[src/rtl/sub64_pkg.sv]
// Shared width, state encoding and slice-count helper for the sequential 64-bit subtractor.
package sub64_pkg;

    localparam int DATA_W = 64;

    typedef enum logic [1:0] {
        IDLE = 2'd0,
        CALC = 2'd1,
        HOLD = 2'd2
    } state_t;

    function automatic int nslice(input int slice_w);
        return DATA_W / slice_w;
    endfunction

endpackage

[src/rtl/sub64_seq_if.sv]
// Operand/result handshake bundle between a producer/consumer and sub64_seq.
interface sub64_seq_if;
    import sub64_pkg::*;

    logic [DATA_W-1:0] a;
    logic [DATA_W-1:0] b;
    logic              in_valid;
    logic              in_ready;
    logic [DATA_W-1:0] q;
    logic              borrow_out;
    logic              out_valid;
    logic              out_ready;

    modport slave (
        input  a, b, in_valid, out_ready,
        output in_ready, q, borrow_out, out_valid
    );

    modport master (
        output a, b, in_valid, out_ready,
        input  in_ready, q, borrow_out, out_valid
    );

endinterface

[src/rtl/sub_slice.sv]
// One SLICE_W-bit subtract stage with borrow in/out.
// Latency: combinational.
// Backpressure: none.
module sub_slice #(
    parameter int SLICE_W = 16
) (
    input  logic [SLICE_W-1:0] a_s,
    input  logic [SLICE_W-1:0] b_s,
    input  logic               borrow_in,
    output logic [SLICE_W-1:0] diff,
    output logic               borrow
);

    assign {borrow, diff} = {1'b0, a_s} - {1'b0, b_s} - {{SLICE_W{1'b0}}, borrow_in};

endmodule

[src/rtl/sub64_seq.sv]
// 64-bit a - b computed one SLICE_W slice per cycle through a single shared sub_slice.
// Latency: result valid 64/SLICE_W cycles after the accept edge.
// Backpressure: holds the result until out_ready; in_ready only while idle.
module sub64_seq
    import sub64_pkg::*;
#(
    parameter int SLICE_W = 16
) (
    input  logic        clk,
    input  logic        reset,
    sub64_seq_if.slave  io
);

    localparam int NSLICE = nslice(SLICE_W);
    localparam int CNT_W  = (NSLICE > 1) ? $clog2(NSLICE) : 1;
    localparam logic [CNT_W-1:0] LAST = CNT_W'(NSLICE - 1);

    state_t            state;
    state_t            state_nxt;
    logic [CNT_W-1:0]  cnt;
    logic              brw;
    logic [DATA_W-1:0] a_r;
    logic [DATA_W-1:0] b_r;
    logic [DATA_W-1:0] q_r;
    logic              borrow_out_r;

    logic [SLICE_W-1:0] a_s;
    logic [SLICE_W-1:0] b_s;
    logic [SLICE_W-1:0] diff_s;
    logic               borrow_s;

    // Only the active slice feeds the subtractor, so the borrow chain stays SLICE_W bits long.
    assign a_s = a_r[int'(cnt) * SLICE_W +: SLICE_W];
    assign b_s = b_r[int'(cnt) * SLICE_W +: SLICE_W];

    sub_slice #(.SLICE_W(SLICE_W)) u_slice (
        .a_s       (a_s),
        .b_s       (b_s),
        .borrow_in (brw),
        .diff      (diff_s),
        .borrow    (borrow_s)
    );

    always_ff @(posedge clk) begin
        if (reset) begin
            state <= IDLE;
        end else begin
            state <= state_nxt;
        end
    end

    always_comb begin
        state_nxt = state;
        case (state)
            IDLE:    if (io.in_valid)  state_nxt = CALC;
            CALC:    if (cnt == LAST)  state_nxt = HOLD;
            HOLD:    if (io.out_ready) state_nxt = IDLE;
            default: state_nxt = IDLE;
        endcase
    end

    always_ff @(posedge clk) begin
        if (reset) begin
            cnt          <= '0;
            brw          <= 1'b0;
            a_r          <= '0;
            b_r          <= '0;
            q_r          <= '0;
            borrow_out_r <= 1'b0;
        end else begin
            case (state)
                IDLE: begin
                    if (io.in_valid) begin
                        a_r <= io.a;
                        b_r <= io.b;
                        cnt <= '0;
                        brw <= 1'b0;
                    end
                end
                CALC: begin
                    q_r[int'(cnt) * SLICE_W +: SLICE_W] <= diff_s;
                    brw <= borrow_s;
                    cnt <= cnt + CNT_W'(1);
                    if (cnt == LAST) begin
                        borrow_out_r <= borrow_s;
                    end
                end
                default: ;
            endcase
        end
    end

    // Handshake outputs decode state only; no path from in_valid or out_ready.
    assign io.in_ready   = (state == IDLE);
    assign io.out_valid  = (state == HOLD);
    assign io.q          = q_r;
    assign io.borrow_out = borrow_out_r;

endmodule
[src/flat_wrapper.sv]
// flat-port wrapper written by rule: the top's interface ports become plain ports
module sub64_seq_flat import sub64_pkg::*;
#(
    parameter int SLICE_W = 16
)
  (clk, reset, io_a, io_b, io_in_valid, io_out_ready, io_in_ready, io_q, io_borrow_out, io_out_valid);
  sub64_seq_if io_i ();
  input  logic clk;
  input  logic reset;
  input wire logic [$bits(io_i.a)-1:0] io_a;
  input wire logic [$bits(io_i.b)-1:0] io_b;
  input wire logic [$bits(io_i.in_valid)-1:0] io_in_valid;
  input wire logic [$bits(io_i.out_ready)-1:0] io_out_ready;
  output wire logic [$bits(io_i.in_ready)-1:0] io_in_ready;
  output wire logic [$bits(io_i.q)-1:0] io_q;
  output wire logic [$bits(io_i.borrow_out)-1:0] io_borrow_out;
  output wire logic [$bits(io_i.out_valid)-1:0] io_out_valid;
  assign io_i.a = io_a;
  assign io_i.b = io_b;
  assign io_i.in_valid = io_in_valid;
  assign io_i.out_ready = io_out_ready;
  assign io_in_ready = io_i.in_ready;
  assign io_q = io_i.q;
  assign io_borrow_out = io_i.borrow_out;
  assign io_out_valid = io_i.out_valid;
  sub64_seq #(.SLICE_W(SLICE_W)) u_core (.clk(clk), .reset(reset), .io(io_i));
endmodule
[config.mk]
export PLATFORM = sky130hd
export DESIGN_NAME = sub64_seq_flat
export DESIGN_NICKNAME = d
export VERILOG_FILES = /design/src/rtl/sub64_pkg.sv /design/src/rtl/sub64_seq_if.sv /design/src/rtl/sub_slice.sv /design/src/rtl/sub64_seq.sv /design/src/flat_wrapper.sv
export SDC_FILE = /design/constraint.sdc
export NUM_CORES = 1
export LEC_CHECK = 0
export ABC_AREA = 1
export CORE_UTILIZATION = 40
export CTS_CLUSTER_SIZE = 12
export DETAILED_ROUTE_END_ITERATION = 6
export GPL_TIMING_DRIVEN = 0
export SLEW_MARGIN = 25
export SYNTH_ARGS = -nofsm -noshare
export SYNTH_HDL_FRONTEND = slang
export SYNTH_HIERARCHICAL = 1
export SYNTH_SLANG_ARGS = --single-unit
[constraint.sdc]
create_clock -name clk -period 5.05 [get_ports clk]
set_input_delay 1.515 -clock clk [delete_from_list [all_inputs] [get_ports clk]]
set_output_delay 1.515 -clock clk [all_outputs]
set_load 0.01 [all_outputs]
==> reports/results.tsv, run 1 <==
metric	value	unit
Clock Sinks	198	
core area	0.02361	sq mm
Worst Setup Start Kind	register	
Via density	4.914	
critical-path cell list	inv_1 -> buf_6 -> clkbuf_1 -> nor2_1 -> o22ai_1 -> inv_1 -> ha_1 -> inv_1 -> ha_1 -> nand2_1 -> nor2_1 -> o21ai_0 -> nand2_1 -> nand2_1 -> nand2_1 -> nand2_1 -> nand2_1 -> inv_1 -> nor3_1 -> nand2_1 -> a21oi_1	
hold_ws	0.4655	ns
Crit path required time	5.42	ns
crit path DAT	4.12	ns
Area after DPL	0.01205	sq mm
P per Cell Area	368.9	mW/mm^2
synthesized area	0.009681	sq mm
post-cts sizing count	0	
crit end category	register	
clock period minus worst slack	3.751	ns
initial detailed-routing violation count	612	
Worst IR Drop VDD	206.2	uV
post-route design area	0.01267	sq mm
Netlist cell types	35	
placed insts	1889	
number of flops mapped to enable cells by yosys	0	
DR DRC count	0	
top cells by area, synth	dfxtp_1, nor2_1, o21ai_0	
Via Count	9444	
Die Height	157.6	microns
Setup TNS	0	ns
fillers	2395	
Routed Antenna Nets	0	
fin cells	1922	
CP max stage delay	0.50	ns
fin crit share	74.28	%
Core Rows	56	
die width	157.6	microns
1st-pass router iterations	5	
Starting Density	41.00	%
# port buffers	197	
RSZ-0062 raised after global routing	false	
async set-reset flop share out of synthesis	0	%
Worst Path Max Fanout	10	
Worst path most repeated cell	nand2_1	
initial antenna violation count	0	
kind of critical path	register to register	
status	finished, final reports clean	
gr usage total	25.09	%
Max-slew headroom	53.56	%
Final setup viols	0	
sequential fraction of the synthesis area	40.95	%
clock slew at reported path FFs	0.08	ns
flops & latches, synth	198	
proportion of layout cells with a drive suffix above 1	7.615	%
final slew viol count	0	
Leakage	5.258	nW
setup bufs post-CTS	0	
Max-Cap Viols	0	
Area Growth Syn to Fin	30.88	%
routability cong.	0.8970	
Avg WL per Cell	15.81	microns
WL final	30380	microns
final hold viol count	0	
H-Tree Level Count	4	
dpl hpwl	24460	microns
Root Buffer	clkbuf_16	
CP max stage cell	clkbuf_1	
IO Pins	199	
Top FF cell, synth	dfxtp_1	
total grt overflow	0	
Fmax	0.2666	GHz
vias in the first global route	8733	
first-pass GRT wire length	46840	microns
Yosys top cell by area	dfxtp_1	
Ys Warns	6	
synthesized netlist net count	1542	
nets@finish	1758	
Post-Route Skew	0.01467	ns
DIE AREA	0.02483	sq mm
worst slew pin tran	0.6966	ns
hold_buf cts	0	
Synth Area per Inst	7.051	sq um
largest net degree at the start of global routing	20	
CTS tree	done	
Clock Latency Late Sink	0.44	ns
Mapped Cells	1373	
Hold Path Class	register to register	
Clock Path Buffers	2	
Synth top area share	40.95	%
total CTS buffers	17	
## cells in the final DEF (no fill, tap or decap), types with 32 or more instances in the layout
cell type        Yosys  layout
clkdlybuf4s50_1      0     197
nand2_1            220     220
ha_1                35      35
o21ai_0            169     169
a21oi_1             66      66
nor2_1             350     350
dfxtp_1            198     198
inv_1              113     113
o22ai_1             32      32
clkbuf_1            37      38
## flip-flops by register name (all words and copies together), names as in the netlist
| name | count |
|---|---|
| u_core/a_r | 64 |
| u_core/b_r | 64 |
| u_core/brw | 1 |
| u_core/cnt | 2 |
| u_core/io.borrow_out | 1 |
| u_core/io.q | 64 |
| u_core/state | 2 |
## cells in the mapped netlist (11+ instances only)
cell type,count
o21ai_0,169
buf_8,11
nand2_1,220
buf_2,15
o22ai_1,32
inv_1,113
nand2_2,12
ha_1,35
clkbuf_1,37
nor2_1,350
dfxtp_1,198
a21oi_1,66
o21ai_1,27
## stage by stage
step                worst slack [ns]  power [mW]  utilization (%)
CTS                            1.252       4.701            53.65
finish                         1.299       4.673            53.66
floorplan                      2.207       2.784                -
global route                  0.9473       4.969            53.65
detailed placement             1.268       3.286            51.04
global placement               1.320       3.270            51.04
## cells by family (layout without fill, tap and decap cells)
family / Yosys count / in the layout / synth area share [%]
XOR/XNOR: 8 / 8 / 0.7238
AO/OA/AOI/OAI: 305 / 305 / 16.60
buffers and inverters: 201 / 430 / 10.24
flip-flops: 198 / 198 / 40.95
adder cells (fa/ha/maj): 37 / 37 / 4.937
AND/OR/NAND/NOR: 624 / 624 / 26.56
other: 0 / 1 / 0
## worst max-delay path, delay by kind of cell (launching register included)
kind / cells / cell delay [ns]
AO/OA/AOI/OAI: 3 / 0.57
adder cells (fa/ha/maj): 2 / 0.64
buffers and inverters: 6 / 1.02
flip-flops: 1 / 0.36
AND/OR/NAND/NOR: 10 / 1.10
## final timing paths
kind,from,to,slack (ns),cells past startpoint
hold reg to reg,u_core/io.q[19],u_core/io.q[19],0.47,2
setup / recovery,u_core/cnt[0],u_core/io.q[25],1.30,21
setup reg to reg,u_core/cnt[0],u_core/io.q[25],1.30,21
hold / removal,u_core/io.q[19],u_core/io.q[19],0.47,2
## layout make-up
cell class              count  area [sq um]  area share (%)
multi-input cells         974          4726           37.30
clock inverters            14         186.4           1.471
diodes                      1         2.502         0.01975
inverters                 116         437.9           3.456
flip-flops and latches    198          3964           31.29
clock buffers              18         429.2           3.387
well taps                 319         399.1           3.150
repair buffers            197          1972           15.56
plain buffers              85         553.0           4.365
## power breakdown
group	total [mW]	internal [mW]	leakage (nW)	switching, mW
sequential	1.73	1.67	1.63	0.0615
clock	1.42	0.757	0.297	0.660
combinational	1.53	0.556	3.33	0.972
total	4.67	2.98	5.26	1.69
## layer usage
| layer | vias to the layer above | wire length, microns | track usage [%] |
|---|---|---|---|
| li1 | 4812 | - | - |
| met1 | 4293 | 13730 | 32.48 |
| met2 | 292 | 14150 | 41.70 |
| met3 | 47 | 1731 | 4.626 |
| met4 | 0 | 770 | 8.645 |
| met5 | - | 0 | 0 |
Note: power is estimated with default switching activity, not from simulation.
==> run 2: changes to the inputs <==
==> constraint.sdc (replaced) <==
create_clock -name clk -period 3.58 [get_ports clk]
set_input_delay 1.074 -clock clk [delete_from_list [all_inputs] [get_ports clk]]
set_output_delay 1.074 -clock clk [all_outputs]
set_load 0.01 [all_outputs]
==> run 2 against run 1 <==
  * Clock-buffer cell count unchanged
  * Power increased by 42%
  * First-iteration DRC count increased by 0.16%
  * Clock power increased by 41%
  * Sequential cell count unchanged
  * Final cell count unchanged
  * Setup slack got worse by 1.1 ns
  * Global-route usage about the same
==> reports/results.tsv, run 2 (synthesis results as in run 1) <==
metric	value	unit
Area after DPL	0.01205	sq mm
post-route design area	0.01278	sq mm
fin crit share	94.95	%
Clock Latency Late Sink	0.44	ns
DR DRC count	0	
worst setup path startpoint	u_core/cnt[0]	
1st-pass router iterations	5	
clock period minus worst slack	3.399	ns
clock slew at reported path FFs	0.08	ns
CP max stage cell	fa_1	
final hold viol count	0	
placed insts	1889	
CP max stage delay	0.53	ns
Via density	4.917	
Hold Path Class	register to register	
# port buffers	197	
most common cell after layout, fill and taps aside	nor2_1	
critical-path cell list	inv_1 -> buf_6 -> buf_2 -> nor2_1 -> o22ai_1 -> inv_1 -> fa_1 -> inv_1 -> ha_1 -> o21ai_0 -> nand2_1 -> nand2_1 -> nand2_2 -> xor2_1 -> inv_1 -> nor3_1 -> nand2_1 -> a21oi_1	
reg2reg end	u_core/io.q[55]	
fillers	2389	
Max-slew headroom	53.16	%
Core Rows	56	
total CTS buffers	17	
reg2reg setup slack	0.18	ns
initial antenna violation count	0	
total grt overflow	0	
dpl hpwl	24460	microns
H-Tree Level Count	4	
DIE AREA	0.02483	sq mm
status	finished, final reports clean	
CTS tree	done	
nets@finish	1758	
crit end category	register	
Crit path required time	3.95	ns
CP Buf/Inv Count	6	
kind of critical path	register to register	
fin cells	1922	
Post-Route Skew	0.01560	ns
Avg WL per Cell	15.92	microns
Final setup viols	0	
Root Buffer	clkbuf_16	
Die Height	157.6	microns
Leakage	5.325	nW
CP top delay family	buffers and inverters	
Max-Cap Viols	0	
proportion of layout cells with a drive suffix above 1	9.551	%
Via Count	9450	
Routed Antenna Nets	0	
Pwr Total	6.641	mW
initial detailed-routing violation count	613	
Starting Density	41.00	%
die width	157.6	microns
Clock Path Buffers	2	
Worst IR Drop VDD	291.4	uV
final slew viol count	0	
final core utilization	54.11	%
largest net degree at the start of global routing	20	
WP depth	18	
Worst Setup Start Kind	register	
Clock Sinks	198	
WL final	30600	microns
worst slew pin tran	0.7025	ns
vias in the first global route	8711	
hold path start	u_core/io.q[19]	
Worst Path Max Fanout	12	
hold_ws	0.4655	ns
crit path DAT	3.77	ns
critical path endpoint	u_core/io.q[55]	
first-pass GRT wire length	46840	microns
RSZ-0062 raised after global routing	false	
Worst path most repeated cell	inv_1	
gr usage total	25.10	%
r2r worst-path depth	18	
commonest non-fill, non-tap cells in the layout	nor2_1, nand2_1, clkdlybuf4s50_1, dfxtp_1, o21ai_0	
IO Pins	199	
reg-to-reg critical path startpoint	u_core/cnt[0]	
Area Growth Syn to Fin	31.98	%
Fmax	0.2942	GHz
core area	0.02361	sq mm
routability cong.	0.8970	
P per Cell Area	519.8	mW/mm^2
run 2: metrics by stage:
stage | setup slack, ns | TNS [ns]
detailed placement | -0.2023 | -1.702
global placement | -0.1505 | -1.167
CTS | 0.02188 | 0
floorplan | 0.7368 | 0
finish | 0.1806 | 0
global route | 0.01183 | 0
run 2: worst min-delay path by stage:
stage,to,slack (ns),cells after the start
2_1_floorplan,u_core/brw,0.44,2
3_3_place_gp,u_core/brw,0.45,2
3_5_place_dp,u_core/io.q[42],0.45,2
4_1_cts,u_core/io.q[42],0.47,2
5_1_grt,u_core/io.q[50],0.49,2
6_report,u_core/io.q[19],0.47,2
run 2: power by group:
part	leakage (nW)	switching [mW]	internal (mW)
clock	0.297	0.933	1.07
sequential	1.63	0.0872	2.35
combinational	3.40	1.40	0.801
run 2: layout make-up:
type	instances	area [sq um]	area share, %
antenna	1	2.502	0.01959
buffer	85	583.1	4.564
clock buffer	18	429.2	3.359
clock inverter	14	186.4	1.459
inverter	116	437.9	3.428
multi-input combinational	974	4800	37.57
sequential	198	3966	31.04
tap	319	399.1	3.124
timing repair buffer	197	1972	15.43
run 2: repair_timing:
item	CTS	global route
pin swaps	0	1
endpoints found under the setup margin	20	28
setup buffers	0	0
resized for setup	16	27
hold buffers	0	0
run 2: worst min-delay path: stages, from the launching register on:
cell	delay, ns
dfxtp_1	0.31
nand2_1	0.06
a21oi_1	0.05
run 2: per-layer routing:
metal	wire, microns	global-route usage (%)	vias up	part of all wire, %
met4	686	8.137	0	2.2
met2	14370	41.93	283	47
met3	1786	4.213	43	5.8
li1	-	-	4808	-
met1	13760	32.75	4316	45
met5	0	0	-	0
